**config.mk**
```make
export PLATFORM = sky130hd
export DESIGN_NAME = led_mmio_ctrl
export DESIGN_NICKNAME = d
export VERILOG_FILES = /design/src/rtl/led_mmio_pkg.sv /design/src/rtl/led_tick_gen.sv /design/src/rtl/led_mmio_ctrl.sv
export SDC_FILE = /design/constraint.sdc
export NUM_CORES = 1
export LEC_CHECK = 0
export CORE_MARGIN = 3
export CORE_UTILIZATION = 45
export CTS_CLUSTER_DIAMETER = 200
export DETAILED_ROUTE_END_ITERATION = 10
export HOLD_SLACK_MARGIN = 0.1
export PLACE_DENSITY_LB_ADDON = 0.05
export SETUP_SLACK_MARGIN = 0.5
export SYNTH_ARGS = -nofsm -noshare
export SYNTH_HDL_FRONTEND = slang
export SYNTH_SLANG_ARGS = --single-unit
```
**constraint.sdc**
```tcl
create_clock -name clock -period 7.8 [get_ports clock]
set_clock_uncertainty 0.15 [all_clocks]
set_input_delay 1.56 -clock clock [delete_from_list [all_inputs] [get_ports clock]]
set_output_delay 1.56 -clock clock [all_outputs]
set_load 0.02 [all_outputs]
```
**src/rtl/led_mmio_pkg.sv**
```systemverilog
// Shared definitions for the LED MMIO controller: register offsets, CTRL bit
// positions and the tick generator state encoding.
package led_mmio_pkg;

  // Byte offsets of the registers relative to BASE_ADDR.
  localparam logic [3:0] OFF_CTRL    = 4'h0;
  localparam logic [3:0] OFF_PERIOD  = 4'h4;
  localparam logic [3:0] OFF_PATTERN = 4'h8;
  localparam logic [3:0] OFF_STATUS  = 4'hC;

  localparam int unsigned CTRL_EN   = 0;
  localparam int unsigned CTRL_MODE = 1;

  typedef enum logic [1:0] {
    TickIdle,
    TickRun,
    TickPulse
  } tick_state_e;

endpackage

```
**src/rtl/led_tick_gen.sv**
```systemverilog
// Prescaled tick generator: while en_run is high, emits a one-cycle pulse
// every period+2 cycles; pulse is a registered copy of the PULSE state.
module led_tick_gen
  import led_mmio_pkg::*;
#(
  parameter int unsigned PRESCALE_W = 24
) (
  input  logic                  clock,
  input  logic                  reset,
  input  logic                  en_run,
  input  logic [PRESCALE_W-1:0] period,
  output logic                  pulse
);

  tick_state_e           state;
  logic [PRESCALE_W-1:0] cnt;

  always_ff @(posedge clock or posedge reset) begin
    if (reset) begin
      state <= TickIdle;
      cnt   <= '0;
      pulse <= 1'b0;
    end else if (!en_run) begin
      state <= TickIdle;
      cnt   <= '0;
      pulse <= 1'b0;
    end else begin
      unique case (state)
        TickIdle: begin
          state <= TickRun;
          cnt   <= '0;
          pulse <= 1'b0;
        end
        TickRun: begin
          // >= so that lowering period below cnt fires on the next cycle.
          if (cnt >= period) begin
            state <= TickPulse;
            cnt   <= '0;
            pulse <= 1'b1;
          end else begin
            cnt   <= cnt + 1'b1;
            pulse <= 1'b0;
          end
        end
        TickPulse: begin
          state <= TickRun;
          cnt   <= '0;
          pulse <= 1'b0;
        end
        default: begin
          state <= TickIdle;
          cnt   <= '0;
          pulse <= 1'b0;
        end
      endcase
    end
  end

endmodule

```
**src/rtl/led_mmio_ctrl.sv**
```systemverilog
// Memory-mapped LED controller: valid/ready register bus plus the data_out
// byte stream. Define LED_MMIO_READBACK_EN to make mapped reads return contents.
module led_mmio_ctrl
  import led_mmio_pkg::*;
#(
  parameter logic [31:0]           BASE_ADDR  = 32'h0000_4000,
  parameter int unsigned           PRESCALE_W = 24,
  parameter logic [PRESCALE_W-1:0] RST_PERIOD = 24'd49_999
) (
  input  logic        clock,
  input  logic        reset,
  input  logic        req_valid,
  output logic        req_ready,
  input  logic        req_we,
  input  logic [31:0] req_addr,
  input  logic [31:0] req_wdata,
  output logic        rsp_valid,
  input  logic        rsp_ready,
  output logic [31:0] rsp_rdata,
  output logic        rsp_err,
  output logic [7:0]  data_out
);

  logic                  accept;
  logic                  mapped;
  logic                  wr_en;
  logic [29:0]           word_off;
  logic [3:0]            reg_off;
  logic [1:0]            ctrl_q;
  logic [PRESCALE_W-1:0] period_q;
  logic [7:0]            pattern_q;
  logic [7:0]            pcnt_q;
  logic                  en_run;
  logic                  pulse;
  logic [31:0]           rdata_d;
  logic                  unused_wdata;

  assign req_ready = !rsp_valid || rsp_ready;
  assign accept    = req_valid && req_ready;

  // BASE_ADDR is taken as word aligned; misalignment is judged on the raw address.
  assign word_off = req_addr[31:2] - BASE_ADDR[31:2];
  assign mapped   = (req_addr[1:0] == 2'b00) && (word_off[29:2] == '0);
  assign reg_off  = {word_off[1:0], 2'b00};
  assign wr_en    = accept && req_we && mapped;

  assign unused_wdata = ^req_wdata[31:PRESCALE_W];

  always_ff @(posedge clock or posedge reset) begin
    if (reset) begin
      ctrl_q    <= '0;
      period_q  <= RST_PERIOD;
      pattern_q <= '0;
    end else if (wr_en) begin
      unique case (reg_off)
        OFF_CTRL:    ctrl_q    <= req_wdata[1:0];
        OFF_PERIOD:  period_q  <= req_wdata[PRESCALE_W-1:0];
        OFF_PATTERN: pattern_q <= req_wdata[7:0];
        default:     ;
      endcase
    end
  end

  // A STATUS write beats a coincident pulse increment.
  always_ff @(posedge clock or posedge reset) begin
    if (reset) begin
      pcnt_q <= '0;
    end else if (wr_en && (reg_off == OFF_STATUS)) begin
      pcnt_q <= '0;
    end else if (pulse) begin
      pcnt_q <= pcnt_q + 8'd1;
    end
  end

  always_comb begin
    rdata_d = '0;
`ifdef LED_MMIO_READBACK_EN
    if (mapped) begin
      unique case (reg_off)
        OFF_CTRL:    rdata_d = {30'b0, ctrl_q};
        OFF_PERIOD:  rdata_d[PRESCALE_W-1:0] = period_q;
        OFF_PATTERN: rdata_d = {24'b0, pattern_q};
        OFF_STATUS:  rdata_d = {24'b0, pcnt_q};
        default:     rdata_d = '0;
      endcase
    end
`endif
  end

  always_ff @(posedge clock or posedge reset) begin
    if (reset) begin
      rsp_valid <= 1'b0;
      rsp_rdata <= '0;
      rsp_err   <= 1'b0;
    end else if (accept) begin
      rsp_valid <= 1'b1;
      rsp_rdata <= req_we ? 32'h0 : rdata_d;
      rsp_err   <= !mapped;
    end else if (rsp_ready) begin
      rsp_valid <= 1'b0;
    end
  end

  assign en_run = ctrl_q[CTRL_EN] && ctrl_q[CTRL_MODE];

  led_tick_gen #(
    .PRESCALE_W(PRESCALE_W)
  ) u_tick_gen (
    .clock (clock),
    .reset (reset),
    .en_run(en_run),
    .period(period_q),
    .pulse (pulse)
  );

  // Decodes flops only, so no req_* path reaches data_out within a cycle.
  always_comb begin
    data_out = 8'h00;
    if (ctrl_q[CTRL_EN]) begin
      data_out = ctrl_q[CTRL_MODE] ? {7'b0, pulse} : pattern_q;
    end
  end

endmodule
```
==> results of run 1 <==
[cells by family after synthesis]
| kind of cell | Yosys count | share of synthesized area |
|---|---|---|
| other | 1 | 0.00100 |
| AOI/OAI and AO/OA | 21 | 0.0348 |
| muxes | 35 | 0.105 |
| DFF | 63 | 0.425 |
| adders and majority gates | 25 | 0.0837 |
| xor gates and xnor gates | 23 | 0.0539 |
| buffers and inverters | 63 | 0.107 |
| and+or+nand+nor | 108 | 0.190 |
[per-stage QoR]
| step | instances | hold WS (ns) | total power (W) | utilization |
|---|---|---|---|---|
| CTS | 523 | 0.350 | 0.000644 | 0.579 |
| finish | 523 | 0.340 | 0.000634 | 0.579 |
| detailed placement | 507 | 0.335 | 0.000390 | 0.558 |
| global route | 523 | 0.369 | 0.000660 | 0.579 |
| global placement | 507 | 0.301 | 0.000390 | 0.558 |
| floorplan | 370 | 0.285 | 0.000367 | - |
[worst paths after layout]
path                                startpoint  slack, ns             endpoint  cells after the start
min reg2reg                u_tick_gen.state[0]       0.34  u_tick_gen.state[0]                      1
min                        u_tick_gen.state[0]       0.34  u_tick_gen.state[0]                      1
max reg2reg                        period_q[9]       4.43  u_tick_gen.state[0]                      8
min in group asynchronous                reset       1.63         period_q[23]                      3
max in group asynchronous                reset       5.35   u_tick_gen.cnt[17]                      3
max                                  rsp_ready       3.28            req_ready                      3
[power breakdown]
group	internal (W)	switching (W)	leakage [nW]
Combinational	0.0000290	0.0000275	1.05
Sequential	0.000327	0.000000197	0.839
Clock	0.000133	0.000117	0.0877
[per-layer routing]
metal,global-route usage,wire length (um),up-vias
met1,0.187,2850,1231
met5,0,0,-
met3,0.0567,521,5
met4,0.0356,64,0
met2,0.269,3490,82
li1,-,-,1251
[state kept, by name (all words and copies together) (netlist names)]
register and count:
pattern_q 8, u_tick_gen.state 2, period_q 24, u_tick_gen.pulse 1, rsp_err 1, u_tick_gen.cnt 24, ctrl_q 2, rsp_valid 1
[area by class of cell]
type | count | share of cell area
Inverter | 26 | 0.0214
Timing Repair Buffer | 72 | 0.157
Clock inverter | 1 | 0.00110
Tap cell | 102 | 0.0279
Multi-Input combinational cell | 244 | 0.409
Sequential cell | 63 | 0.347
Clock buffer | 15 | 0.0364
[synth_stat cells (all sizes together), types with 3 or more instances]
master / number
dfrtp: 54
and4: 5
nand4: 10
buf: 37
ha: 25
xor2: 17
xnor2: 6
and3: 3
nand3: 9
inv: 26
mux2: 34
nor3: 4
nand2: 15
nor2: 36
and2: 8
dfstp: 9
o21ai: 7
a21oi: 8
nor4: 6
==> qor.csv, run 1 <==
stage,metric,value,unit
placement,finalWeightedCongestion,0.768,
placement,place_ws,3.28,ns
setup_path,path_buf_inv,2,
setup_path,path_common_cell,clkdlybuf4s50_1,
synthesis,synth_cell_type_count,42,
synthesis,avgSynthCellArea,11.0,um^2
finish,multi_input_area,1870,um^2
detailed_routing,wire_per_inst,13.2,um
floorplanning,coreArea,7890,um^2
finish,most-common-layout-cells,"clkdlybuf4s50_1 (71), dfrtp_1 (54), mux2_2 (34)",
setup_path,cp_slowest_cell,clkdlybuf4s50_1,
detailed_routing,totalWireLength,6920,um
power_and_ir_drop,p_leak,1.97,nW
global_route,antenna_found_initial,0,
synthesis,yosysTopAreaCell,dfrtp_1,
synthesis,synth_top_area_frac,0.362,
detailed_routing,detail_route.iter0.violations,71,
clock_tree,cts_setup_buffers,0,
setup_path,cp.arrival,2.81,ns
timing,drv_slew,0,
floorplanning,num_rows,32,
timing,fmax,221,MHz
timing,tns,0,ns
timing,layout_setup_ws,3.28,ns
synthesis,synth_ff_type,dfrtp_1,
finish,num-fill-cells,697,
finish,final_common_cell,clkdlybuf4s50_1,
clock_tree,cts.htree.levels,3,
detailed_routing,via_count,2569,
synthesis,synth.area.top_cells,"dfrtp_1 (36%), mux2_2 (10%), ha_1 (8.4%)",
clock_tree,clkTransAtPathRegs,0.06,ns
detailed_routing,final_antenna_net_count,0,
finish,diodes,0,
worst_hold_path,min_path_type,register to register,
synthesis,ys_seq_elements,63,
synthesis,synth_seq_area_share,0.425,
clock_tree,postCtsResizedCells,0,
floorplanning,die_w,97.1,um
finish,seqCellArea,1590,um^2
synthesis,syn_inst,339,
setup_path,cp-end-kind,output port,
setup_path,path_max_fanout,5,
setup_path,crit_family,buffers and inverters,
placement,place_area,4400,um^2
power_and_ir_drop,power_density,139,nW/um^2
finish,drive_above_1_share,0.195,
placement,dp.final_hpwl,5250,um
setup_path,startpoint_type,primary input,
floorplanning,io_pins,112,
timing,slew_headroom,0.270,
global_route,track_usage,0.156,
floorplanning,dieArea,9430,um^2
finish,final_nets,510,
synthesis,async_reset_ff_frac,1.00,
clock_tree,clk_latency,0.33,ns
clock_tree,postCtsHoldBufs,0,
setup_path,path_class,primary input to output port,
global_route,grt_overflow,0,
global_route,grt_pass1_vias,2687,
clock_tree,cts_tree,built,
detailed_routing,drt_pass1_iterations,4,
timing,setup_viol,0,
setup_path,cp_cell_sequence,"clkdlybuf4s50_1, nand2b_1, clkdlybuf4s50_1",
clock_tree,clock_path_buffers,2,
clock_tree,clockRootBuffer,clkbuf_8,
global_route,grt_max_degree,64,
finish,syn_to_final_growth,22.3,%
floorplanning,dieHeight,97.1,um
synthesis,ys_warn_count,0,
status,status,finished clean,
setup_path,cpPeakStageDelay,0.63,ns
power_and_ir_drop,vdd_drop_max,0.0702,mV
floorplanning,start_util,0.474,
clock_tree,cts_buffers,9,
timing,post-route-period-util,0.579,
global_route,grt_pass1_wl,12100,um
run,maxCapViolations,0,
placement,io_buffers,71,
timing,fin_crit,4.52,ns
synthesis,netlist_area,3740,um^2
detailed_routing,drc,0,
timing,worst_pin_slew,1.09,ns
timing,hold_viol,0,
detailed_routing,viasPerCell,4.91,
timing,rsz0062_at_grt,no,
setup_path,required,6.09,ns
clock_tree,clock-sinks,63,
finish,final_cell_area,4570,um^2
synthesis,synth_edf_count,0,
Note: power is estimated with default switching activity, not from simulation.
==> inputs of run 2 (changes only) <==
==> constraint.sdc (replaced) <==
create_clock -name clock -period 4.3 [get_ports clock]
set_clock_uncertainty 0.15 [all_clocks]
set_input_delay 0.86 -clock clock [delete_from_list [all_inputs] [get_ports clock]]
set_output_delay 0.86 -clock clock [all_outputs]
set_load 0.02 [all_outputs]
==> qor.csv, run 2 (synthesis gave the netlist of run 1 again) <==
stage,metric,value,unit
status,status,finished clean,
run,maxCapViolations,0,
floorplanning,num_rows,32,
finish,multi_input_area,1870,um^2
setup_path,timing.critical_path.from,rsp_ready,
global_route,grt_pass1_wl,12200,um
placement,place_ws,1.03,ns
power_and_ir_drop,power_frac_seq,0.491,
clock_tree,cts.htree.levels,3,
floorplanning,io_pins,112,
setup_path,path_max_fanout,5,
power_and_ir_drop,p_int,0.000927,W
clock_tree,postCtsResizedCells,0,
placement,dp_cells,510,
setup_path,cp.arrival,2.12,ns
timing,slew_headroom,0.674,
setup_path,startpoint_type,primary input,
finish,final_nets,513,
detailed_routing,totalWireLength,6980,um
timing,layout_setup_ws,1.17,ns
floorplanning,coreArea,7890,um^2
setup_path,cp-end-kind,output port,
detailed_routing,drc,0,
clock_tree,clock_path_buffers,2,
clock_tree,clock-sinks,63,
floorplanning,dieArea,9430,um^2
detailed_routing,via_count,2567,
power_and_ir_drop,p_leak,2.00,nW
timing,rsz0062_at_grt,no,
setup_path,path_class,primary input to output port,
placement,finalWeightedCongestion,0.766,
setup_path,required,3.29,ns
power_and_ir_drop,power_density,262,nW/um^2
floorplanning,die_w,97.1,um
clock_tree,cts_tree,built,
finish,diodes,0,
worst_hold_path,hold_path.startpoint,u_tick_gen.state[0],
global_route,track_usage,0.157,
finish,top_regs,"period_q x24, u_tick_gen.cnt x24, pattern_q x8",
timing,fin_crit,3.13,ns
floorplanning,start_util,0.474,
power_and_ir_drop,pwr-share-clk,0.423,
detailed_routing,wire_per_inst,13.3,um
clock_tree,clockRootBuffer,clkbuf_8,
finish,drive_above_1_share,0.210,
detailed_routing,drt_pass1_iterations,4,
timing,tns,0,ns
finish,final_common_cell,clkdlybuf4s50_1,
global_route,antenna_found_initial,0,
placement,io_buffers,71,
timing,fmax,320,MHz
clock_tree,cts_buffers,9,
finish,num-fill-cells,691,
finish,most-common-layout-cells,"clkdlybuf4s50_1 (71), dfrtp_1 (54), mux2_2 (34)",
clock_tree,cts_setup_buffers,0,
timing,setup_viol,0,
clock_tree,clkTransAtPathRegs,0.06,ns
finish,seqCellArea,1590,um^2
timing,hold_viol,0,
finish,syn_to_final_growth,23.6,%
power_and_ir_drop,combPwrFrac,0.086,
detailed_routing,viasPerCell,4.88,
detailed_routing,detail_route.iter0.violations,48,
detailed_routing,final_antenna_net_count,0,
global_route,grt_max_degree,30,
setup_path,r2r_start,period_q[3],
timing,worst_pin_slew,0.482,ns
worst_hold_path,min_path_type,register to register,
placement,dp.final_hpwl,5410,um
clock_tree,clk_latency,0.33,ns
power_and_ir_drop,switchingPower,0.000282,W
power_and_ir_drop,p_sw_frac,0.233,
power_and_ir_drop,vdd_drop_max,0.156,mV
clock_tree,postCtsHoldBufs,0,
timing,drv_slew,0,
timing,post-route-period-util,0.727,
global_route,grt_pass1_vias,2731,
floorplanning,dieHeight,97.1,um
finish,stdcell_count,526,
global_route,grt_overflow,0,
==> run 2: changes by cell type in the layout (fill, tap and decap cells not counted) <==
cell | previous run | this run
buf_4 | 1 | 4
bufinv_16 | 0 | 1
clkbuf_1 | 4 | 0
clkbuf_8 | 11 | 10
clkinv_2 | 1 | 3
clkinvlp_4 | 0 | 2
==> run 2: area by class of cell <==
type	count	share of cell area
tap	102	0.0276
timing repair buffer	75	0.160
inverter	26	0.0211
clock inverter	6	0.0130
multi-input combinational	244	0.404
sequential	63	0.344
clock buffer	10	0.0298
==> run 2: routing by layer <==
layer | vias to the layer above | wire (um) | global-route usage
met3 | 10 | 480 | 0.0452
met4 | 0 | 92 | 0.0518
met5 | - | 0 | 0
met1 | 1219 | 2960 | 0.186
li1 | 1253 | - | -
met2 | 85 | 3450 | 0.272
==> run 2: through the flow <==
step                cell area, um^2  power (W)  hold WS (ns)   util
floorplan                      3850   0.000666         0.285      -
global placement               4420   0.000708         0.303  0.560
detailed placement             4420   0.000709         0.318  0.560
CTS                            4620    0.00122         0.329  0.586
global route                   4620    0.00126         0.350  0.586
finish                         4620    0.00121         0.321  0.586
==> run 2: power groups by stage <==
stage	Combinational [W]	Clock [W]	Sequential [W]
2_1_floorplan	0.0000602	0	0.000606
3_3_place_gp	0.000104	0	0.000605
3_5_place_dp	0.000105	0	0.000605
4_1_cts	0.000105	0.000525	0.000594
5_1_grt	0.000112	0.000551	0.000594
6_report	0.000104	0.000511	0.000594
==> run 2: worst max-delay path, cell delays in order <==
cell and delay [ns]:
clkdlybuf4s50_1 0.44, nand2b_1 0.17, clkdlybuf4s50_1 0.64
==> run 2: worst paths after layout <==
check                      cells after the start                  end  slack [ns]
setup / recovery                               3            req_ready        1.17
hold / removal                                 1  u_tick_gen.state[0]        0.32
setup reg to reg                               9    u_tick_gen.cnt[4]        1.18
hold reg to reg                                1  u_tick_gen.state[0]        0.32
max in group asynchronous                      3         period_q[15]        2.63
min in group asynchronous                      2            rsp_valid        0.64
==> inputs of run 3 (changes only) <==
==> constraint.sdc (replaced) <==
create_clock -name clock -period 2.95 [get_ports clock]
set_clock_uncertainty 0.15 [all_clocks]
set_input_delay 0.59 -clock clock [delete_from_list [all_inputs] [get_ports clock]]
set_output_delay 0.59 -clock clock [all_outputs]
set_load 0.02 [all_outputs]
==> qor.csv, run 3 (synthesis gave the netlist of run 1 again) <==
stage,metric,value,unit
status,status,finished clean,
setup_path,cp.arrival,2.73,ns
setup_path,r2r_start,period_q[3],
timing,fin_crit,2.61,ns
setup_path,rrSetupSlack,0.34,ns
placement,finalWeightedCongestion,0.762,
setup_path,cp_cell_sequence,"inv_2, ha_4, o211ai_1, a21boi_2, a2111oi_4, nor4b_2, or4_4, clkbuf_16, nor2_4",
setup_path,cp.depth,9,
global_route,grt_overflow,0,
power_and_ir_drop,pwr-share-clk,0.428,
finish,top_regs,"period_q x24, u_tick_gen.cnt x24, pattern_q x8",
placement,io_buffers,71,
clock_tree,clockRootBuffer,clkbuf_8,
placement,place_area,4480,um^2
setup_path,required,3.07,ns
detailed_routing,wire_per_inst,13.2,um
setup_path,startpoint_type,register,
placement,dp_cells,514,
setup_path,path_class,register to register,
global_route,track_usage,0.156,
timing,worst_pin_slew,0.561,ns
finish,stdcell_count,532,
timing,whs,0.326,ns
detailed_routing,totalWireLength,7010,um
clock_tree,clock_path_buffers,2,
run,maxCapViolations,0,
setup_path,path_max_fanout,6,
power_and_ir_drop,vdd_drop_max,0.193,mV
finish,final_common_cell,dfrtp_1,
setup_path,path_buf_inv,2,
power_and_ir_drop,switchingPower,0.000399,W
worst_hold_path,hold_path_depth,1,
floorplanning,dieArea,9430,um^2
timing,post-route-period-util,0.886,
detailed_routing,drt_pass1_iterations,4,
setup_path,r2r-end,u_tick_gen.cnt[7],
clock_tree,clkTransAtPathRegs,0.07,ns
power_and_ir_drop,power_frac_seq,0.487,
global_route,grt_pass1_wl,12100,um
power_and_ir_drop,p_int,0.00138,W
global_route,grt_max_degree,30,
power_and_ir_drop,p_leak,2.22,nW
worst_hold_path,min_to,u_tick_gen.state[0],
setup_path,cp-end-kind,register,
worst_hold_path,min_path_type,register to register,
power_and_ir_drop,combPwrFrac,0.085,
timing,fmax,383,MHz
timing,slew_headroom,0.626,
placement,dp.final_hpwl,5260,um
setup_path,cp_slowest_cell,dfstp_2,
setup_path,r2r_cells,9,
timing,rsz0062_at_grt,yes,
floorplanning,coreArea,7890,um^2
timing,tns,0,ns
timing,hold_viol,0,
floorplanning,die_w,97.1,um
clock_tree,cts_setup_buffers,0,
power_and_ir_drop,p_sw_frac,0.225,
setup_path,crit_family,simple AND/OR/NAND/NOR gates,
global_route,grt_pass1_vias,2699,
clock_tree,cts_buffers,9,
detailed_routing,detail_route.iter0.violations,51,
finish,diodes,0,
floorplanning,num_rows,32,
power_and_ir_drop,power_density,363,nW/um^2
timing,setup_viol,0,
finish,final_cell_area,4900,um^2
detailed_routing,final_antenna_net_count,0,
finish,drive_above_1_share,0.251,
clock_tree,postCtsHoldBufs,0,
timing,drv_slew,0,
detailed_routing,viasPerCell,4.93,
clock_tree,cts_tree,built,
worst_hold_path,hold_path.startpoint,u_tick_gen.state[0],
finish,syn_to_final_growth,31.2,%
clock_tree,clock-sinks,63,
floorplanning,dieHeight,97.1,um
clock_tree,cts.htree.levels,3,
detailed_routing,via_count,2621,
global_route,antenna_found_initial,0,
detailed_routing,drc,0,
clock_tree,clk_latency,0.34,ns
floorplanning,io_pins,112,
finish,final_nets,519,
setup_path,cpPeakStageDelay,0.54,ns
finish,most-common-layout-cells,"dfrtp_1 (54), clkdlybuf4s50_1 (49), mux2_2 (32), conb_1 (32)",
floorplanning,start_util,0.474,
## run 3: cell count changes in the layout (fill, tap and decap cells not counted), moves of 3 or more
| cell | change |
|---|---|
| clkinv_2 | -3 |
| clkdlybuf4s50_1 | -22 |
| buf_12 | +4 |
| dlygate4sd2_1 | +14 |
| nor2_4 | +4 |
| clkbuf_1 | +4 |
| dlymetal6s2s_1 | +8 |
| nor4_1 | -3 |
## run 3: worst reg2reg max path: stages (launching register included)
cell	delay (ns)
dfstp_2	0.54
inv_2	0.04
ha_4	0.20
o211ai_1	0.20
a21boi_2	0.11
a2111oi_4	0.36
nor4b_2	0.11
or4_4	0.52
clkbuf_16	0.22
nor2_4	0.10
## run 3: cell type report
type	count	area, um^2
flip-flops and latches	63	1590
multi-input cells	244	2010
fillers	659	2980
inverters	26	97.6
repair buffers	81	880
clock inverters	1	30.0
well taps	102	128
clock buffers	15	166
## run 3: power groups by stage
| stage | logic [W] | registers, W | clock network (W) |
|---|---|---|---|
| floorplan | 0.0000877 | 0.000883 | 0 |
| global placement | 0.000153 | 0.000882 | 0 |
| detailed placement | 0.000154 | 0.000881 | 0 |
| CTS | 0.000153 | 0.000866 | 0.000780 |
| global route | 0.000164 | 0.000865 | 0.000808 |
| finish | 0.000152 | 0.000866 | 0.000761 |
## run 3: metal layers
metal | global-route usage | routed length [um]
met5 | 0 | 0
met4 | 0.0583 | 95
met3 | 0.0352 | 482
met2 | 0.255 | 3320
met1 | 0.201 | 3110
## run 3: worst max path at each step
stage,slack [ns],end,start
2_1_floorplan,0.44,u_tick_gen.cnt[7],period_q[3]
3_3_place_gp,-0.05,ctrl_q[0],req_addr[1]
3_5_place_dp,-0.04,ctrl_q[0],req_addr[1]
4_1_cts,0.34,u_tick_gen.cnt[3],period_q[3]
5_1_grt,0.28,u_tick_gen.cnt[7],period_q[3]
6_report,0.34,u_tick_gen.cnt[7],period_q[3]
## run 3: repair_timing
item | 4_1_cts | 5_1_grt
endpoints found under the setup margin | 67 | 60
resized for setup | 37 | 24
pin swaps | 5 | 15
gates cloned | 1 | 1
## run 3: through the flow
step | worst slack (ns) | total power [W] | utilization
5_1_grt | 0.275 | 0.00184 | 0.622
6_report | 0.336 | 0.00178 | 0.622
3_3_place_gp | -0.0454 | 0.00103 | 0.567
3_5_place_dp | -0.0401 | 0.00104 | 0.567
4_1_cts | 0.342 | 0.00180 | 0.606
2_1_floorplan | 0.445 | 0.000970 | -
